File: config.mk
export PLATFORM = sky130hd
export DESIGN_NAME = raster_fetch_sched
export DESIGN_NICKNAME = d
export VERILOG_FILES = /design/src/rtl/raster_fetch_sched_pkg.sv /design/src/rtl/raster_fetch_sched_timeout.sv /design/src/rtl/raster_fetch_sched.sv
export SDC_FILE = /design/constraint.sdc
export NUM_CORES = 1
export LEC_CHECK = 0
export CAP_MARGIN = 20
export CORE_MARGIN = 1
export CORE_UTILIZATION = 32
export CTS_CLUSTER_DIAMETER = 80
export DETAILED_ROUTE_END_ITERATION = 8
export PLACE_DENSITY = 0.7
export SYNTH_ARGS = -nofsm -noshare
export SYNTH_HDL_FRONTEND = slang
export SYNTH_HIERARCHICAL = 1
export SYNTH_SLANG_ARGS = --single-unit
File: constraint.sdc
create_clock -name clk -period 1.8 [get_ports clk]
set_input_delay 0.45 -clock clk [delete_from_list [all_inputs] [get_ports clk]]
set_output_delay 0.45 -clock clk [all_outputs]
set_load 0.1 [all_outputs]
File: src/rtl/raster_fetch_sched_pkg.sv
// Shared video definitions: frame geometry, VRAM bus-owner codes and scheduler states.
package raster_fetch_sched_pkg;

    localparam int unsigned VACTIVE_LINES = 240;
    localparam int unsigned VTOTAL_LINES  = 270;

    localparam logic [3:0] OWN_NONE   = 4'd0;
    localparam logic [3:0] OWN_CPU    = 4'd1;
    localparam logic [3:0] OWN_LAYER0 = 4'd2;

    typedef enum logic [1:0] {
        ST_IDLE,
        ST_CPU,
        ST_START,
        ST_WAIT
    } sched_state_t;

endpackage

File: src/rtl/raster_fetch_sched_timeout.sv
// Per-layer fetch watchdog: clear on launch, count while waiting, flag terminal count.
module fetch_timeout_ctr #(
    parameter int unsigned TIMEOUT = 64
) (
    input  logic clk,
    input  logic reset,
    input  logic clear,
    input  logic enable,
    output logic tc
);

    localparam int unsigned CW = $clog2(TIMEOUT);

    logic [CW-1:0] cnt;

    always_ff @(posedge clk) begin
        if (reset || clear) begin
            cnt <= '0;
        end else if (enable) begin
            cnt <= cnt + 1'b1;
        end
    end

    assign tc = (cnt == CW'(TIMEOUT - 1));

endmodule

File: src/rtl/raster_fetch_sched.sv
// Scanline fetch scheduler: arbitrates the VRAM port between line-buffer engines and the CPU.
module raster_fetch_sched
    import raster_fetch_sched_pkg::*;
#(
    parameter int unsigned NUM_LAYERS = 4,
    parameter int unsigned VACTIVE    = VACTIVE_LINES,
    parameter int unsigned VTOTAL     = VTOTAL_LINES,
    parameter int unsigned TIMEOUT    = 64
) (
    input  logic                  clk,
    input  logic                  reset,
    input  logic                  hbl,
    input  logic [8:0]            vc,
    output logic [NUM_LAYERS-1:0] fetch_start,
    output logic [8:0]            fetch_line,
    input  logic [NUM_LAYERS-1:0] fetch_done,
    output logic                  fetch_abort,
    input  logic                  cpu_req,
    output logic                  cpu_ack,
    output logic [3:0]            bus_owner,
    output logic [NUM_LAYERS-1:0] overrun,
    input  logic                  ovr_clr
);

    sched_state_t          state, next_state;
    logic [2:0]            idx, idx_next;
    logic                  hbl_q;
    logic                  pending;
    logic                  clear_pending;
    logic [NUM_LAYERS-1:0] ovr_set;
    logic [NUM_LAYERS-1:0] layer_onehot;
    logic [8:0]            target;
    logic                  line_evt, line_accept, hbl_fall;
    logic                  last_layer, done_sel;
    logic                  ctr_clear, ctr_en, ctr_tc;

    assign line_evt     = hbl & ~hbl_q;
    assign hbl_fall     = hbl_q & ~hbl;
    assign target       = (vc == 9'(VTOTAL - 1)) ? '0 : vc + 9'd1;
    // Events arriving while a fetch owns the bus are glitches and are dropped.
    assign line_accept  = line_evt && (state == ST_IDLE || state == ST_CPU) &&
                          (target < 9'(VACTIVE));
    assign layer_onehot = NUM_LAYERS'(1) << idx;
    assign last_layer   = (idx == 3'(NUM_LAYERS - 1));
    assign done_sel     = |(fetch_done & layer_onehot);

    fetch_timeout_ctr #(.TIMEOUT(TIMEOUT)) u_timeout (
        .clk    (clk),
        .reset  (reset),
        .clear  (ctr_clear),
        .enable (ctr_en),
        .tc     (ctr_tc)
    );

    always_ff @(posedge clk) begin
        if (reset) begin
            state      <= ST_IDLE;
            idx        <= '0;
            hbl_q      <= 1'b0;
            pending    <= 1'b0;
            fetch_line <= '0;
            overrun    <= '0;
        end else begin
            state <= next_state;
            idx   <= idx_next;
            hbl_q <= hbl;
            if (line_accept) begin
                pending    <= 1'b1;
                fetch_line <= target;
            end else if (clear_pending) begin
                pending <= 1'b0;
            end
            if (ovr_clr) begin
                overrun <= '0;
            end else begin
                overrun <= overrun | ovr_set;
            end
        end
    end

    always_comb begin
        next_state    = state;
        idx_next      = idx;
        clear_pending = 1'b0;
        fetch_abort   = 1'b0;
        ovr_set       = '0;
        fetch_start   = '0;
        cpu_ack       = 1'b0;
        bus_owner     = OWN_NONE;
        ctr_clear     = 1'b0;
        ctr_en        = 1'b0;

        case (state)
            ST_IDLE: begin
                if (pending && !hbl_fall) begin
                    next_state = ST_START;
                    idx_next   = '0;
                end else if (cpu_req) begin
                    next_state = ST_CPU;
                end
            end
            ST_CPU: begin
                cpu_ack   = 1'b1;
                bus_owner = OWN_CPU;
                if (!cpu_req) begin
                    next_state = ST_IDLE;
                end
            end
            ST_START: begin
                bus_owner = OWN_LAYER0 + 4'(idx);
                ctr_clear = 1'b1;
                if (hbl_fall) begin
                    fetch_abort   = 1'b1;
                    ovr_set       = layer_onehot;
                    clear_pending = 1'b1;
                    next_state    = ST_IDLE;
                end else begin
                    fetch_start = layer_onehot;
                    next_state  = ST_WAIT;
                end
            end
            ST_WAIT: begin
                bus_owner = OWN_LAYER0 + 4'(idx);
                ctr_en    = 1'b1;
                // Completion beats both deadline and watchdog; the deadline still ends the line.
                if (done_sel) begin
                    if (last_layer || hbl_fall) begin
                        clear_pending = 1'b1;
                        next_state    = ST_IDLE;
                    end else begin
                        idx_next   = idx + 3'd1;
                        next_state = ST_START;
                    end
                end else if (hbl_fall || ctr_tc) begin
                    fetch_abort = 1'b1;
                    ovr_set     = layer_onehot;
                    if (hbl_fall || last_layer) begin
                        clear_pending = 1'b1;
                        next_state    = ST_IDLE;
                    end else begin
                        idx_next   = idx + 3'd1;
                        next_state = ST_START;
                    end
                end
            end
            default: next_state = ST_IDLE;
        endcase

        if ((state == ST_IDLE || state == ST_CPU) && hbl_fall) begin
            clear_pending = 1'b1;
        end
    end

endmodule

==> results.sh <==
export IMPL_timing_critical_path_slowest_stage_cell="dfxtp_4"
export IMPL_arrival_ns=1.72
export IMPL_insertion_delay_ns=0.27
export IMPL_top_signal_layer_used="met4"
export IMPL_vias=1624
export IMPL_clock_tree_from_tritoncts="yes"
export IMPL_final_antenna_net_count=0
export IMPL_slowest_delay_ns=0.38
export IMPL_floorplan_die_width_um=72.0
export IMPL_netlist_top_cell_by_area="dfxtp_1"
export IMPL_final_cells=335
export IMPL_die_area_sq_um=5180
export IMPL_multi_input_area_sq_um=1240
export IMPL_unrepaired_setup_endpoints_after_global_routing="true"
export IMPL_initial_antenna_violation_count=0
export IMPL_summed_negative_setup_slack_over_all_endpoints_ns=-0.738
export IMPL_critPathLaunch="idx[0]$_SDFFE_PP0P_"
export IMPL_detail_route_iter0_violations=45
export IMPL_design_portCount=41
export IMPL_fmax_mhz=460
export IMPL_cap_viol_max_count=0
export IMPL_slew_limit_fails=0
export IMPL_dieHeight_um=72.0
export IMPL_portBuffers=40
export IMPL_clock_tree_htree_level_count=1
export IMPL_cp_required_ns=1.35
export IMPL_final_antenna_diode_count=0
export IMPL_finalHoldViolCount=0
export IMPL_vias_per_cell=4.85
export IMPL_gpl_final_weighted_congestion=0.823
export IMPL_hold_depth=2
export IMPL_rr_startpoint="idx[0]$_SDFFE_PP0P_"
export IMPL_path_clk_slew_ns=0.09
export IMPL_hold_end="fetch_line[2]$_SDFFE_PP0P_"
export IMPL_yosys_cell_types_count=49
export IMPL_rows=25
export IMPL_mostFrequentLayoutCells="buf_4, buf_12, dfxtp_1"
export IMPL_synth_fp_nets=206
export IMPL_layout_drive_gt1_share_pct=50.0
export IMPL_layout_setup_ws_ns=-0.374
export IMPL_critical_path_class="flip-flop to output port"
export IMPL_detail_route_wirelength_met1_mm=1.89
export IMPL_r2r_slack_ns=-0.06
export IMPL_design_core_area_sq_um=4720
export IMPL_postRouteWirelength_mm=4.36
export IMPL_grt_first_pass_wirelength_mm=7.28
export IMPL_worst_pin_slew_ns=0.450
export IMPL_fillerInstances=370
export IMPL_area_sequential_sq_um=542
export IMPL_violations_in_the_final_reports="setup timing"
export IMPL_global_route_congestion_overflow_total=0
export IMPL_post_drt_wl_per_cell_um=13.0
export IMPL_p_leak_nw=1.21
export IMPL_maximum_buffer_depth_of_the_clock_tree=2
export IMPL_worst_r2r_path_depth=8
export IMPL_min_period_over_period_pct=121
export IMPL_synth_sequential_area_ratio_pct=33.2
export IMPL_timing_hold_worst_start="fetch_line[2]$_SDFFE_PP0P_"
export IMPL_critPathMaxFanout=4
export IMPL_gr_usage_all_layers_pct=17.9
export IMPL_critical_path_cell_chain="ha_2, ha_4, nand2_1, o211ai_1, a211oi_4, buf_12"
export IMPL_num_nets_final=296
export IMPL_cts_root_buffer_cell="clkbuf_8"
export IMPL_numPlacedInstances=320
export IMPL_initial_utilization_pct=33.2
export IMPL_worst_slew_margin_rel_pct=69.9
export IMPL_ir_drop_mv=0.350
export IMPL_netlist_area_leader_share_pct=33.2
export IMPL_outcome="complete, but fails checks"
export IMPL_area_growth_synth_to_final_pct=90.9
export IMPL_hp_class="flip-flop to flip-flop"
export IMPL_number_of_global_route_vias_before_repair=1590
export IMPL_timing_clock_skew_ns=0.00489
export IMPL_drt_pre_antenna_iters=4
export IMPL_period_minus_slack_ns=2.17
export IMPL_worst_path_dominant_cell_family="compound AO/OA/AOI/OAI gates"
export IMPL_synth_warnings=6
export IMPL_largest_net_degree_at_the_start_of_global_routing=15
export IMPL_final_setup_viol_count=7
export IMPL_power_density_cell_area_nw_per_um2=463
export IMPL_post_synth_inst_count=179
export IMPL_commonest_non_fill_non_tap_cell_in_the_layout="buf_4"
export IMPL_synth_avg_cell_area_sq_um=8.76
export IMPL_routed_wl_met2_mm=2.29
export IMPL_dp_hpwl_mm=3.25
export IMPL_timing_critical_path_to_type="output port"
export IMPL_wl_met3_um=113
export IMPL_worstSetupStartpointType="flip-flop"
export IMPL_ys_seq_elements=26
export IMPL_synth_area_leaders="dfxtp_1, ha_1, mux2i_1, nand2_1, xor2_1"
export IMPL_route_detailed_drc=0
export IMPL_clkSinkCount=26
export IMPL_clock_buffers_created_by_tritoncts=3
export IMPL_cp_num_buf_inv=1
export IMPL_crit_reg2reg_capture="idx[0]$_SDFFE_PP0P_"
export IMPL_synth_cell_area_sq_um=1570
export IMPL_holdBufCountCts=0
-- metal layers --
layer | global-route usage, % | vias up
met1 | 20.7 | 760
met5 | 0 | -
met3 | 2.64 | 7
met2 | 34.3 | 36
li1 | - | 821
met4 | 4.58 | 0
-- registers in the layout, summed over array words and instances, names as in the netlist --
signal,count
u_timeout/cnt,6
overrun,4
idx,3
state,2
fetch_line,9
hbl_q,1
pending,1
-- where the power goes --
part	total (mW)	switching (mW)	internal [mW]
registers	0.607	0.0212	0.586
logic	0.437	0.242	0.195
clock network	0.342	0.189	0.153
total	1.39	0.452	0.934
-- worst min-delay path, cell delays in order, from the launching register on --
cell and delay (ns):
dfxtp_1 0.35, nand2b_1 0.07, mux2i_1 0.06
-- Yosys cell counts, drive strengths merged --
| master | number |
|---|---|
| o211ai | 3 |
| nor2 | 12 |
| inv | 7 |
| nor4b | 3 |
| mux2i | 7 |
| nand4bb | 1 |
| nor3b | 5 |
| a211oi | 2 |
| or3b | 1 |
| nand3 | 4 |
| nand4 | 6 |
| a22oi | 1 |
| o31a | 1 |
| dfxtp | 26 |
| a21oi | 12 |
| and2 | 4 |
| o21ai | 2 |
| buf | 2 |
| or3 | 6 |
| and2b | 1 |
| clkbuf | 4 |
| a31oi | 3 |
| and4 | 1 |
| xor2 | 8 |
| a21o | 1 |
| nand3b | 2 |
| o31ai | 2 |
| nor2b | 3 |
| nand2 | 17 |
| o2111ai | 1 |
| nor4 | 1 |
| or2 | 1 |
| xnor2 | 2 |
| o21a | 1 |
| nand2b | 9 |
| a31o | 1 |
| nor3 | 5 |
| ha | 9 |
| and3 | 2 |
-- cells by family (layout without fill, tap and decap cells) --
| logic type | after synthesis | after routing | share of synthesized area (%) |
|---|---|---|---|
| mux | 7 | 7 | 4.47 |
| fa+ha+maj | 9 | 9 | 7.18 |
| flops | 26 | 26 | 33.2 |
| buf+inv | 13 | 102 | 3.35 |
| xor+xnor | 10 | 10 | 6.07 |
| simple gates | 84 | 84 | 32.1 |
| compound gates | 30 | 30 | 13.6 |
-- what timing repair did --
| item | in CTS | in global routing |
|---|---|---|
| gates resized for setup | 43 | 20 |
| buffers inserted | 7 | 6 |
| setup endpoints to repair | 22 | 22 |
| gates cloned | 0 | 0 |
| pin swaps | 13 | 6 |
-- metrics by stage --
step | total power, mW | setup WS (ns) | instance area, sq um | utilization, % | hold WS [ns]
4_1_cts | 1.38 | -0.390 | 2900 | 61.5 | 0.519
3_3_place_gp | 1.03 | -0.383 | 2680 | 56.8 | 0.476
2_1_floorplan | 0.845 | -0.506 | 1710 | - | 0.458
3_5_place_dp | 1.03 | -0.427 | 2680 | 56.8 | 0.494
6_report | 1.39 | -0.374 | 2990 | 63.4 | 0.518
5_1_grt | 1.45 | -0.450 | 2990 | 63.4 | 0.547
-- how the worst max path moves through the flow --
stage	to	slack (ns)	cells past startpoint
6_report	fetch_abort	-0.37	6
5_1_grt	fetch_abort	-0.45	6
4_1_cts	fetch_abort	-0.39	6
3_5_place_dp	fetch_line[2]$_SDFFE_PP0P_	-0.43	7
3_3_place_gp	fetch_abort	-0.38	5
2_1_floorplan	fetch_abort	-0.51	5
-- cell type report --
cell class	instances	share of cell area, %
clock buffer	3	1.38
inverter	7	1.30
timing repair buffer	91	34.7
clock inverter	1	0.125
multi-input combinational	140	41.6
tap	67	2.80
sequential	26	18.1
(Power assumes the default switching activity.)
